[src/rtl/serial_tx_pkg.sv]
// serial_tx_pkg: shared constants and helpers for the multi-lane serializer.
// Holds the PRBS7 generator definition used by the optional PRBS filler
// (enabled with SERIAL_TX_PRBS_FILL_EN) and the beat-counter width helper.
package serial_tx_pkg;

  // PRBS7 polynomial x^7 + x^6 + 1: feedback is state[6] ^ state[5].
  localparam logic [6:0] PRBS7_SEED = 7'h7F;
  localparam logic [6:0] PRBS7_TAPS = 7'b110_0000;

  // Upper bound on the number of PRBS bits produced in one call.
  localparam int PRBS_MAX_W = 512;

  typedef struct packed {
    logic [6:0]            state;
    logic [PRBS_MAX_W-1:0] bits;   // earliest bit at bits[nsteps-1], latest at bits[0]
  } prbs7_res_t;

  // Advance the LFSR nsteps times; return the new state and the emitted bits.
  function automatic prbs7_res_t prbs7_adv(input logic [6:0] state, input int nsteps);
    prbs7_res_t r;
    logic [6:0] s;
    logic       b;
    s      = state;
    r.bits = '0;
    for (int i = 0; i < PRBS_MAX_W; i++) begin
      if (i < nsteps) begin
        b      = ^(s & PRBS7_TAPS);
        s      = {s[5:0], b};
        r.bits = {r.bits[PRBS_MAX_W-2:0], b};
      end
    end
    r.state = s;
    return r;
  endfunction

  // Ceiling log2, with a minimum result of 1 so counters are never zero-width.
  function automatic int clog2(input int v);
    int r;
    r = 0;
    while ((1 << r) < v) r++;
    return (r < 1) ? 1 : r;
  endfunction

endpackage

[src/rtl/serial_tx_lanes_prbs7.sv]
// serial_tx_prbs7: W-bit-per-step PRBS7 filler source.
// Q shows the next W PRBS bits (earliest bit in Q[W-1]) combinationally from the
// current state, so it is valid in the same cycle ADV is asserted; the state
// advances by W steps on that edge. Only instantiated under SERIAL_TX_PRBS_FILL_EN.
module serial_tx_prbs7
  import serial_tx_pkg::*;
#(
  parameter int W = 64
) (
  input  logic         CLK,
  input  logic         RST,
  input  logic         ADV,
  output logic [W-1:0] Q
);

  if (W >= PRBS_MAX_W) begin : g_bad_width
    $error("serial_tx_prbs7: W must be smaller than PRBS_MAX_W");
  end

  prbs7_res_t nxt;
  logic [6:0] state;
  logic       unused_bits;

  // Next W bits and the state that follows them.
  always_comb nxt = prbs7_adv(state, W);

  assign Q           = nxt.bits[W-1:0];
  assign unused_bits = ^nxt.bits[PRBS_MAX_W-1:W];

  // LFSR state only moves when a filler word is consumed.
  always_ff @(posedge CLK or posedge RST) begin
    if (RST)      state <= PRBS7_SEED;
    else if (ADV) state <= nxt.state;
  end

endmodule

[src/rtl/serial_tx_lanes.sv]
// serial_tx_lanes: W-bit word serializer emitting LANES bits per clock.
// Words are taken over VALID/READY once every N = W/LANES cycles; when no word
// is offered a filler word is sent instead so the line never stalls.
// Define SERIAL_TX_PRBS_FILL_EN to use PRBS7 filler instead of IDLE_WORD.
module serial_tx_lanes
  import serial_tx_pkg::*;
#(
  parameter int           W         = 64,
  parameter int           LANES     = 2,
  parameter bit           MSB_FIRST = 1'b1,
  parameter logic [W-1:0] IDLE_WORD = '0
) (
  input  logic             CLK,
  input  logic             RST,
  input  logic [W-1:0]     DIN,
  input  logic             VALID,
  output logic             READY,
  output logic [LANES-1:0] DOUT,
  output logic             FRAME,
  output logic             DATA_BEAT,
  output logic [15:0]      WORD_CNT
);

  if (((W % LANES) != 0) || ((W / LANES) < 2)) begin : g_bad_params
    $error("serial_tx_lanes: W must be a multiple of LANES with W/LANES >= 2");
  end

  localparam int            N    = W / LANES;
  localparam int            CW   = clog2(N);
  localparam logic [CW-1:0] LAST = CW'(N - 1);

  logic [CW-1:0] cnt;
  logic [W-1:0]  shift;
  logic [W-1:0]  shift_nxt;
  logic [W-1:0]  filler;

  // A new word is taken on the edge that ends the last beat of the current one.
  assign READY = (cnt == LAST);

  if (MSB_FIRST) begin : g_msb
    assign DOUT      = shift[W-1 -: LANES];
    assign shift_nxt = shift << LANES;
  end else begin : g_lsb
    assign DOUT      = shift[LANES-1:0];
    assign shift_nxt = shift >> LANES;
  end

`ifdef SERIAL_TX_PRBS_FILL_EN
  logic [W-1:0] prbs_q;
  logic         prbs_adv;

  assign prbs_adv = READY && !VALID;

  serial_tx_prbs7 #(.W(W)) u_prbs (
    .CLK (CLK),
    .RST (RST),
    .ADV (prbs_adv),
    .Q   (prbs_q)
  );

  // Earliest PRBS bit must land at the end of the word that leaves first.
  if (MSB_FIRST) begin : g_fill_msb
    assign filler = prbs_q;
  end else begin : g_fill_lsb
    for (genvar i = 0; i < W; i++) begin : g_rev
      assign filler[i] = prbs_q[W-1-i];
    end
  end
`else
  assign filler = IDLE_WORD;
`endif

  // Beat counter, shift register, word flags and accepted-word counter.
  always_ff @(posedge CLK or posedge RST) begin
    if (RST) begin
      shift     <= '0;
      cnt       <= LAST;
      FRAME     <= 1'b0;
      DATA_BEAT <= 1'b0;
      WORD_CNT  <= '0;
    end else if (READY) begin
      cnt   <= '0;
      FRAME <= 1'b1;
      if (VALID) begin
        shift     <= DIN;
        DATA_BEAT <= 1'b1;
        WORD_CNT  <= WORD_CNT + 16'd1;
      end else begin
        shift     <= filler;
        DATA_BEAT <= 1'b0;
      end
    end else begin
      shift <= shift_nxt;
      cnt   <= cnt + CW'(1);
      FRAME <= 1'b0;
    end
  end

endmodule

[config.mk]
export PLATFORM = sky130hd
export DESIGN_NAME = serial_tx_lanes
export DESIGN_NICKNAME = d
export VERILOG_FILES = /design/src/rtl/serial_tx_pkg.sv /design/src/rtl/serial_tx_lanes_prbs7.sv /design/src/rtl/serial_tx_lanes.sv
export SDC_FILE = /design/constraint.sdc
export NUM_CORES = 1
export LEC_CHECK = 0
export CAP_MARGIN = 20
export CORE_ASPECT_RATIO = 0.7
export CORE_MARGIN = 1.5
export CORE_UTILIZATION = 40
export CTS_CLUSTER_DIAMETER = 50
export DETAILED_ROUTE_END_ITERATION = 8
export PLACE_DENSITY = 0.67
export SETUP_SLACK_MARGIN = 0.2
export SLEW_MARGIN = 20
export SYNTH_ARGS = -nofsm -noshare
export SYNTH_HDL_FRONTEND = slang
export SYNTH_HIERARCHICAL = 1
export SYNTH_SLANG_ARGS = --single-unit
export TNS_END_PERCENT = 20
[constraint.sdc]
create_clock -name CLK -period 4.3 [get_ports CLK]
set_input_delay 1.075 -clock CLK [delete_from_list [all_inputs] [get_ports CLK]]
set_output_delay 1.075 -clock CLK [all_outputs]
set_load 0.01 [all_outputs]
==> flow_summary.json <==
{
  "rsz0062_at_grt": "no",
  "multi_input_area_sq_um": 944.7,
  "synth-seq-cells": 87,
  "vias_per_cell": 4.510,
  "synth_top_area_cell": "dfrtp_1",
  "stdcell_area_sq_um": 4731,
  "pwr-share-comb_pct": 5.6,
  "grt_start_max_net_pins": 88,
  "die_area_sq_um": 9231,
  "top_layer": "met4",
  "pin_count": 88,
  "p_seq_share_pct": 47.6,
  "nFillCells": 762,
  "grt_pass1_vias": 2397,
  "syn_inst": 346,
  "port_buffers": 87,
  "setup_ws_ns": 1.197,
  "die_w_um": 114.2,
  "syn_avg_cell_area_sq_um": 10.01,
  "syn2layout_area_growth_pct": 36.65,
  "synth_warnings": 6,
  "synthDistinctLibCells": 19,
  "hold_class": "flop to flop",
  "slew-limit-headroom_pct": 44.99,
  "crit_path_end_kind": "output port",
  "htree_levels": 3,
  "std_cell_rows": 28,
  "fmax_mhz": 322.2,
  "yosysTopAreaCellShare_pct": 59.27,
  "peakVddDrop_mv": 0.1796,
  "hold_viol_final": 0,
  "drc": 0,
  "m1WireLength_um": 3299,
  "crit_path_start_kind": "flop",
  "syn_nets": 417,
  "intPower_mw": 1.421,
  "cpMaxStageDelayCell": "clkdlybuf4s50_1",
  "track_usage_pct": 16.05,
  "crit_fanout": 5,
  "slew_violations": 0,
  "pre_cts_ws_ns": 1.190,
  "drv_cap": 0,
  "cts_made_buffers": 9,
  "cpMostUsedCell": "ha_1",
  "gp_congestion": 0.7855,
  "postRouteAntennaNets": 0,
  "p_leak_nw": 2.068,
  "yosysSeqAreaShare_pct": 63.06,
  "synth-edff-count": 0,
  "timing.final.crit_share_pct": 72.17,
  "cp.arrival_ns": 2.03,
  "start_util_pct": 41.18,
  "synthArstFlopShare_pct": 100.0,
  "whs_ns": 0.4680,
  "p_switching_mw": 0.3428,
  "worst_slew_pin_slew_ns": 0.8251,
  "cp_cell_sequence": "ha_1, and3_1, ha_1, clkdlybuf4s50_1",
  "p_per_area_nw_per_um2": 372.9,
  "synth_area_sq_um": 3462,
  "dp_hpwl_um": 4646,
  "swShare_pct": 19.43,
  "path_class": "flop to output port",
  "worstRegToRegCells": 8,
  "clkPwrFrac_pct": 46.9,
  "clkSinkCount": 87,
  "fin_crit_ns": 3.103,
  "ctsHoldBuffers": 0,
  "final-seq-area_sq_um": 2183,
  "grt-ovfl-total": 0,
  "synthTopCellsByCount": "82 x dfrtp_1, 70 x nand2_1, 64 x inv_1",
  "routed_wl_um": 6902,
  "worstSkewPairLatency_ns": 0.33,
  "final_nets": 502,
  "cts_tree": "built",
  "drt_first_iter_violations": 136,
  "clockBufferDepth": 2,
  "status": "completed",
  "core_sq_um": 8408,
  "finClkSkew_ns": 0.006624,
  "slowest_delay_ns": 0.56,
  "die_h_um": 80.84,
  "detail_route.wl_per_cell_um": 12.76,
  "hold_depth": 1,
  "cts_setup_buffers": 0,
  "vias": 2440,
  "drive_gt1_share_pct": 6.651,
  "wl_met3_um": 417,
  "grt_pass1_wl_um": 11350,
  "clk_pin_slew_ns": 0.06,
  "cp.required_ns": 3.22,
  "setup_viol": 0,
  "cts_root_buf": "clkbuf_16",
  "placed_area_sq_um": 4407,
  "ys.flop_type": "dfrtp_1",
  "drtPass1Iterations": 4,
  "setup_tns_ns": 0,
  "antenna_found_initial": 0,
  "netlist_top_cells_area": "dfrtp_1 59%, o21ai_0 9.1%, nand2_1 7.6%",
  "wl_met2_um": 3143,
  "yosysMostFrequentCell": "dfrtp_1",
  "post_cts_resized": 0,
  "antennaDiodeCount": 0
}
-- placed cells by master (no fill, tap or decap), drive strengths merged --
cell	Yosys	routed
xor2	3	3
clkinvlp	0	1
nand4	5	5
nand2	70	70
clkdlybuf4s50	0	87
xnor2	14	14
nor3	2	2
nor2	5	5
dfrtp	82	82
and2	1	1
clkinv	0	3
o21ai	63	63
and3	5	5
inv	64	63
nand3	7	7
ha	4	4
buf	12	3
dfstp	5	5
clkbuf	4	11
bufinv	0	2
-- area by class of cell --
cell class	count	area share (%)
multi-input combinational	179	19.97
tap	105	2.777
clock buffer	11	5.131
timing repair buffer	90	19.15
sequential	87	46.15
clock inverter	5	1.719
inverter	64	5.104
-- per-stage QoR --
step / power, mW / utilization (%) / std cells
after CTS: 1.787 / 56.26 / 541
after detailed placement: 0.9536 / 52.41 / 525
after global placement: 0.9529 / 52.41 / 525
after floorplan: 0.8766 / - / 346
after global routing: 1.837 / 56.26 / 541
final: 1.764 / 56.26 / 541
-- critical path: cells and delay by family (launching register included) --
family,cells,cell delay [ns]
adder cells (fa/ha/maj),2,0.41
buffers and inverters,1,0.56
AND/OR/NAND/NOR,1,0.19
flip-flops,1,0.54
-- power by group through the flow --
stage	registers [mW]	clock network (mW)	logic [mW]
after detailed placement	0.854	0	0.0997
after floorplan	0.853	0	0.0236
final	0.839	0.827	0.0982
after CTS	0.839	0.848	0.100
after global placement	0.853	0	0.0994
after global routing	0.840	0.890	0.108
-- cell families after synthesis --
kind of cell	after synthesis	share of synthesized area, %
xor gates and xnor gates	17	4.301
DFF	87	63.06
AOI/OAI and AO/OA	63	9.107
and+or+nand+nor	95	12.32
buffers and inverters	80	9.757
adders and majority gates	4	1.446
-- metal layers --
layer	vias to the layer above	GRT usage [%]
li1	1231	-
met2	57	24.22
met5	-	0
met4	0	4.875
met1	1146	22.16
met3	6	5.373
-- final timing paths --
path	start	endpoint	slack, ns
min reg2reg	WORD_CNT[15]	WORD_CNT[15]	0.47
min in group asynchronous	RST	shift[31]	1.17
max in group asynchronous	RST	cnt[3]	2.76
min	WORD_CNT[15]	WORD_CNT[15]	0.47
max	cnt[0]	READY	1.20
max reg2reg	cnt[0]	WORD_CNT[8]	1.85
-- state kept, by name (all words and copies together), names as in the netlist --
signal and flops:
shift 64, WORD_CNT 16, cnt 5, DATA_BEAT 1, FRAME 1
(Power assumes the default switching activity.)
